--- src/rtl/csr_uart_char.sv ---
`default_nettype none
// ============================================================================
// Module   : csr_uart_char
// Purpose  : One-register CSR-mapped 8N1 UART (TX always, RX when
//            CSR_UART_RX_EN is defined); rdata is zero when not selected.
// Revision : 1.0 - initial release
// ============================================================================
module csr_uart_char #(
    parameter int          CLOCK_RATE = 100_000_000,
    parameter int          BAUD_RATE  = 115200,
    parameter logic [11:0] BASE_ADDR  = 12'hBC0
) (
    input  logic        clk,
    input  logic        rstn,
    input  logic        read,
    input  logic [2:0]  modify,
    input  logic [31:0] wdata,
    input  logic [11:0] addr,
    output logic [31:0] rdata,
    output logic        valid,
    input  logic        rx,
    output logic        tx
);

    localparam int            DIV       = (CLOCK_RATE + BAUD_RATE / 2) / BAUD_RATE;
    localparam int            CW        = $clog2(DIV);
    localparam logic [CW-1:0] BAUD_LAST = CW'(DIV - 1);
    localparam logic [CW-1:0] BAUD_HALF = CW'(DIV / 2 - 1);

    typedef enum logic [1:0] {IDLE, START, DATA, STOP} uart_state_e;

    logic       sel;
    logic       tx_busy;
    logic       rx_full;
    logic [7:0] rx_byte;
    logic       unused_wdata;

    assign sel          = (addr == BASE_ADDR) && (read || (modify != 3'b000));
    assign valid        = sel;
    assign rdata        = sel ? {22'b0, rx_full, tx_busy, rx_byte} : 32'b0;
    assign unused_wdata = ^wdata[31:8];

    // ------------------------------------------------------------------ TX
    uart_state_e   tx_state_q, tx_state_d;
    logic [CW-1:0] tx_baud_q,  tx_baud_d;
    logic [2:0]    tx_bit_q,   tx_bit_d;
    logic [7:0]    tx_shift_q, tx_shift_d;
    logic          tx_q,       tx_d;

    assign tx_busy = (tx_state_q != IDLE);
    assign tx      = tx_q;

    always_comb begin
        tx_state_d = tx_state_q;
        tx_baud_d  = tx_baud_q;
        tx_bit_d   = tx_bit_q;
        tx_shift_d = tx_shift_q;
        tx_d       = tx_q;
        if (tx_state_q != IDLE && tx_baud_q != '0) begin
            tx_baud_d = tx_baud_q - CW'(1);
        end else begin
            case (tx_state_q)
                IDLE: begin
                    if (sel && modify == 3'b001) begin
                        tx_state_d = START;
                        tx_shift_d = wdata[7:0];
                        tx_baud_d  = BAUD_LAST;
                        tx_d       = 1'b0;
                    end
                end
                START: begin
                    tx_state_d = DATA;
                    tx_bit_d   = 3'd7;
                    tx_baud_d  = BAUD_LAST;
                    tx_d       = tx_shift_q[0];
                end
                DATA: begin
                    tx_baud_d = BAUD_LAST;
                    if (tx_bit_q == 3'd0) begin
                        tx_state_d = STOP;
                        tx_d       = 1'b1;
                    end else begin
                        tx_bit_d   = tx_bit_q - 3'd1;
                        tx_shift_d = {1'b0, tx_shift_q[7:1]};
                        tx_d       = tx_shift_q[1];
                    end
                end
                default: tx_state_d = IDLE;
            endcase
        end
    end

    always_ff @(posedge clk or negedge rstn) begin
        if (!rstn) begin
            tx_state_q <= IDLE;
            tx_baud_q  <= '0;
            tx_bit_q   <= 3'd0;
            tx_shift_q <= 8'h00;
            tx_q       <= 1'b1;
        end else begin
            tx_state_q <= tx_state_d;
            tx_baud_q  <= tx_baud_d;
            tx_bit_q   <= tx_bit_d;
            tx_shift_q <= tx_shift_d;
            tx_q       <= tx_d;
        end
    end

`ifdef CSR_UART_RX_EN
    // ------------------------------------------------------------------ RX
    uart_state_e   rx_state_q, rx_state_d;
    logic [CW-1:0] rx_baud_q,  rx_baud_d;
    logic [2:0]    rx_bit_q,   rx_bit_d;
    logic [7:0]    rx_shift_q, rx_shift_d;
    logic [7:0]    rx_byte_q,  rx_byte_d;
    logic          rx_full_q,  rx_full_d;
    logic          rx_meta_q,  rx_sync_q, rx_prev_q;
    logic          rx_done;

    assign rx_full = rx_full_q;
    assign rx_byte = rx_byte_q;

    always_comb begin
        rx_state_d = rx_state_q;
        rx_baud_d  = rx_baud_q;
        rx_bit_d   = rx_bit_q;
        rx_shift_d = rx_shift_q;
        rx_done    = 1'b0;
        if (rx_state_q != IDLE && rx_baud_q != '0) begin
            rx_baud_d = rx_baud_q - CW'(1);
        end else begin
            case (rx_state_q)
                IDLE: begin
                    if (rx_prev_q && !rx_sync_q) begin
                        rx_state_d = START;
                        rx_baud_d  = BAUD_HALF;
                    end
                end
                START: begin
                    // A start bit that is high again at mid-bit was a glitch
                    rx_state_d = rx_sync_q ? IDLE : DATA;
                    rx_bit_d   = 3'd7;
                    rx_baud_d  = BAUD_LAST;
                end
                DATA: begin
                    rx_shift_d = {rx_sync_q, rx_shift_q[7:1]};
                    rx_baud_d  = BAUD_LAST;
                    if (rx_bit_q == 3'd0) rx_state_d = STOP;
                    else                  rx_bit_d   = rx_bit_q - 3'd1;
                end
                default: begin
                    rx_state_d = IDLE;
                    rx_done    = rx_sync_q;
                end
            endcase
        end
        // A byte completing in the consuming cycle keeps rx_full set
        rx_byte_d = rx_done ? rx_shift_q : rx_byte_q;
        rx_full_d = rx_done ? 1'b1 : ((sel && read) ? 1'b0 : rx_full_q);
    end

    always_ff @(posedge clk or negedge rstn) begin
        if (!rstn) begin
            rx_state_q <= IDLE;
            rx_baud_q  <= '0;
            rx_bit_q   <= 3'd0;
            rx_shift_q <= 8'h00;
            rx_byte_q  <= 8'h00;
            rx_full_q  <= 1'b0;
            rx_meta_q  <= 1'b1;
            rx_sync_q  <= 1'b1;
            rx_prev_q  <= 1'b1;
        end else begin
            rx_state_q <= rx_state_d;
            rx_baud_q  <= rx_baud_d;
            rx_bit_q   <= rx_bit_d;
            rx_shift_q <= rx_shift_d;
            rx_byte_q  <= rx_byte_d;
            rx_full_q  <= rx_full_d;
            rx_meta_q  <= rx;
            rx_sync_q  <= rx_meta_q;
            rx_prev_q  <= rx_sync_q;
        end
    end
`else
    logic unused_rx;

    assign unused_rx = rx;
    assign rx_full   = 1'b0;
    assign rx_byte   = 8'h00;
`endif

endmodule
`default_nettype wire

--- config.mk ---
export PLATFORM = sky130hd
export DESIGN_NAME = csr_uart_char
export DESIGN_NICKNAME = d
export VERILOG_FILES = /design/src/rtl/csr_uart_char.sv
export SDC_FILE = /design/constraint.sdc
export NUM_CORES = 1
export LEC_CHECK = 0
export CAP_MARGIN = 20
export CORE_MARGIN = 10
export CORE_UTILIZATION = 40
export DETAILED_ROUTE_END_ITERATION = 16
export GPL_ROUTABILITY_DRIVEN = 0
export GPL_TIMING_DRIVEN = 0
export HOLD_SLACK_MARGIN = 0.08
export PLACE_DENSITY_LB_ADDON = 0.3
export SLEW_MARGIN = 20
export SYNTH_ARGS = -nofsm -noshare
export SYNTH_HDL_FRONTEND = slang
export SYNTH_SLANG_ARGS = --single-unit
--- constraint.sdc ---
create_clock -name clk -period 2.95 [get_ports clk]
set_input_delay 0.7375 -clock clk [delete_from_list [all_inputs] [get_ports clk]]
set_output_delay 0.7375 -clock clk [all_outputs]
set_load 0.02 [all_outputs]
==> impl_metrics.json <==
{
  "clkSlewWorstSetupHoldPaths_ns": 0.09,
  "crit_type": "primary input to primary output",
  "drt-initial-drc-count": 93,
  "cp_data_required_time_ns": 2.21,
  "ir_worst_vdd_v": 0.000374,
  "path_buf_inv": 2,
  "drt_wl_total_mm": 4.05,
  "placed_cell_area_um2": 2260,
  "firstDrtPassIters": 4,
  "yosysUniqueCellTypes": 51,
  "synth_ff_type": "dfrtp_1",
  "arrival_ns": 2.15,
  "vias": 1479,
  "grt_overflow": 0,
  "grt_usage_pct": 10.8,
  "area_delta_synth_final_pct": 30.4,
  "synth_enable_flop_cells": 0,
  "final_area_um2": 2350,
  "drv_slew": 0,
  "cp-start-kind": "primary input",
  "hold_buffers": 0,
  "die_area_um2": 7600,
  "final_core_util_pct": 54.1,
  "register_area_um2": 602,
  "worst_pin_slew_ns": 0.756,
  "grt_first_pass_wirelength_mm": 6.94,
  "antenna_found_initial": 0,
  "maxCapViolations": 0,
  "relSlewSlack_pct": 49.3,
  "antenna_left": 0,
  "yosysSeqAreaShare_pct": 33.4,
  "grt_start_max_net_pins": 25,
  "port_buffers": 28,
  "clkLatencyLatePin_ns": 0.27,
  "cts_tree": "done",
  "initial_core_util_pct": 41.4,
  "fp.coreArea_um2": 4350,
  "wire_per_inst_um": 13.3,
  "h-tree-depth": 1,
  "syn_area_um2": 1800,
  "async_flop_share_pct": 100,
  "layout_common_cells": "buf_4, conb_1, dfrtp_1, clkdlybuf4s50_1, mux2_2",
  "syn_inst": 189,
  "fillers": 405,
  "dpl.hpwl_mm": 3.23,
  "hold_violations": 0,
  "path_max_fanout": 2,
  "io_pins": 85,
  "ys_seq_elements": 24,
  "critPathMaxStageDelay_ns": 0.51,
  "place_ws_ns": -0.711,
  "rsz0062_at_grt": "false",
  "setup_viol": 0,
  "clock_path_buffers": 2,
  "worst_path_max_delay_cell": "or4_4",
  "fin_skew_ns": 0.00770,
  "avgViaCountPerCell": 4.85,
  "root_buffer": "clkbuf_8",
  "status": "completed",
  "max_freq_mhz": 347,
  "avgSynthCellArea_um2": 9.55,
  "fin_hold_ws_ns": 0.444,
  "yosys_warnings": 0,
  "cts.sinks": 24,
  "drive_gt1_share_pct": 26.5,
  "die_h_um": 87.2,
  "drc": 0,
  "diodes": 0,
  "p_total_mw": 0.788,
  "total_leakage_power_nw": 1.11,
  "powerDensity_nw_per_um2": 335,
  "period_needed_ns": 2.88,
  "multi_input_area_um2": 1030,
  "fin_ws_ns": 0.0675,
  "cp_cell_sequence": "dlygate4sd2_1, or4_4, or3_4, nor3_4, buf_6",
  "finalCritPeriodShare_pct": 97.7,
  "end_kind": "primary output",
  "floorplan.rows": 24,
  "final_common_cell": "buf_4",
  "numCtsBuffers": 3,
  "grt_pass1_vias": 1543,
  "crit_family": "simple AND/OR/NAND/NOR gates",
  "hp-class": "primary input to async pin",
  "dieWidth_um": 87.2,
  "fin_nets": 314
}
## routing by layer
metal  wire (um)  vias up  global-route usage (%)  part of all wire (%)
met1        1610      701                    11.4                    40
met2        2230       25                    20.6                    55
met5           0        -                       0                     0
met3         195        2                    3.56                   4.8
met4          14        0                    1.16                  0.35
li1            -      751                       -                     -
## through the flow
step	instances	setup TNS [ns]
6_report	305	0
5_1_grt	305	0
3_5_place_dp	299	-3.67
2_1_floorplan	219	0
3_3_place_gp	299	-3.52
4_1_cts	305	0
## power by group
| part | switching (mW) | leakage (nW) | internal [mW] | total [mW] |
|---|---|---|---|---|
| combinational | 0.0732 | 0.781 | 0.0756 | 0.149 |
| clock | 0.110 | 0.0357 | 0.181 | 0.292 |
| sequential | 0.00831 | 0.289 | 0.339 | 0.347 |
## what timing repair did
action,in CTS,in global routing
gates resized for setup,24,2
setup buffers,2,0
pin swaps,4,1
endpoints found under the setup margin,2,1
endpoints found under the hold margin,0,0
## layout make-up
| cell class | count | area share, % |
|---|---|---|
| flip-flops and latches | 24 | 25.6 |
| clock buffers | 3 | 1.75 |
| inverters | 12 | 1.91 |
| well taps | 52 | 2.76 |
| clock inverters | 1 | 1.28 |
| multi-input cells | 147 | 43.8 |
| repair buffers | 30 | 11.9 |
| plain buffers | 36 | 11.1 |
## logic make-up (layout without fill, tap and decap cells)
kind of cell | count (synthesis) | in the layout | synth area share, %
flops | 24 | 24 | 33.4
compound gates | 38 | 38 | 16.1
mux | 17 | 17 | 10.5
fa+ha+maj | 9 | 9 | 6.24
simple gates | 52 | 52 | 16.6
buf+inv | 48 | 82 | 16.9
other cells | 1 | 31 | 0.208
## final timing paths
check | slack, ns | end | from | cells after the start
max | 0.07 | rdata[8] | addr[0] | 5
min | 0.44 | tx_baud_q[0] | rstn | 1
max reg2reg | 0.53 | tx_shift_q[3] | tx_baud_q[0] | 6
min reg2reg | 0.52 | tx_shift_q[3] | tx_shift_q[3] | 1
max in group asynchronous | 2.14 | tx | rstn | 1
min in group clk | 0.52 | tx_shift_q[3] | tx_shift_q[3] | 1
## cell usage after synthesis (2+ instances only)
library cell	number	share of area (%)
dfrtp_1	23	32
a2bb2oi_1	2	0.97
buf_4	31	13
or4_1	2	0.83
nor3b_1	3	1.2
a221oi_1	2	0.97
inv_1	12	2.5
mux2_2	16	10
nand4_1	2	0.69
o21ai_0	9	2.5
or3_1	3	1.0
a21oi_1	4	1.1
nor2_1	12	2.5
clkbuf_1	2	0.42
nand2_1	9	1.9
o22ai_1	2	0.69
ha_1	9	6.2
nand2b_1	5	1.7
a22o_1	3	1.5
nor4_1	7	2.4
## state kept, by name (all words and copies together) (netlist names)
signal,flops
tx,1
tx_state_q,2
tx_baud_q,10
tx_shift_q,8
tx_bit_q,3
Power figures use the tool's default switching activity.
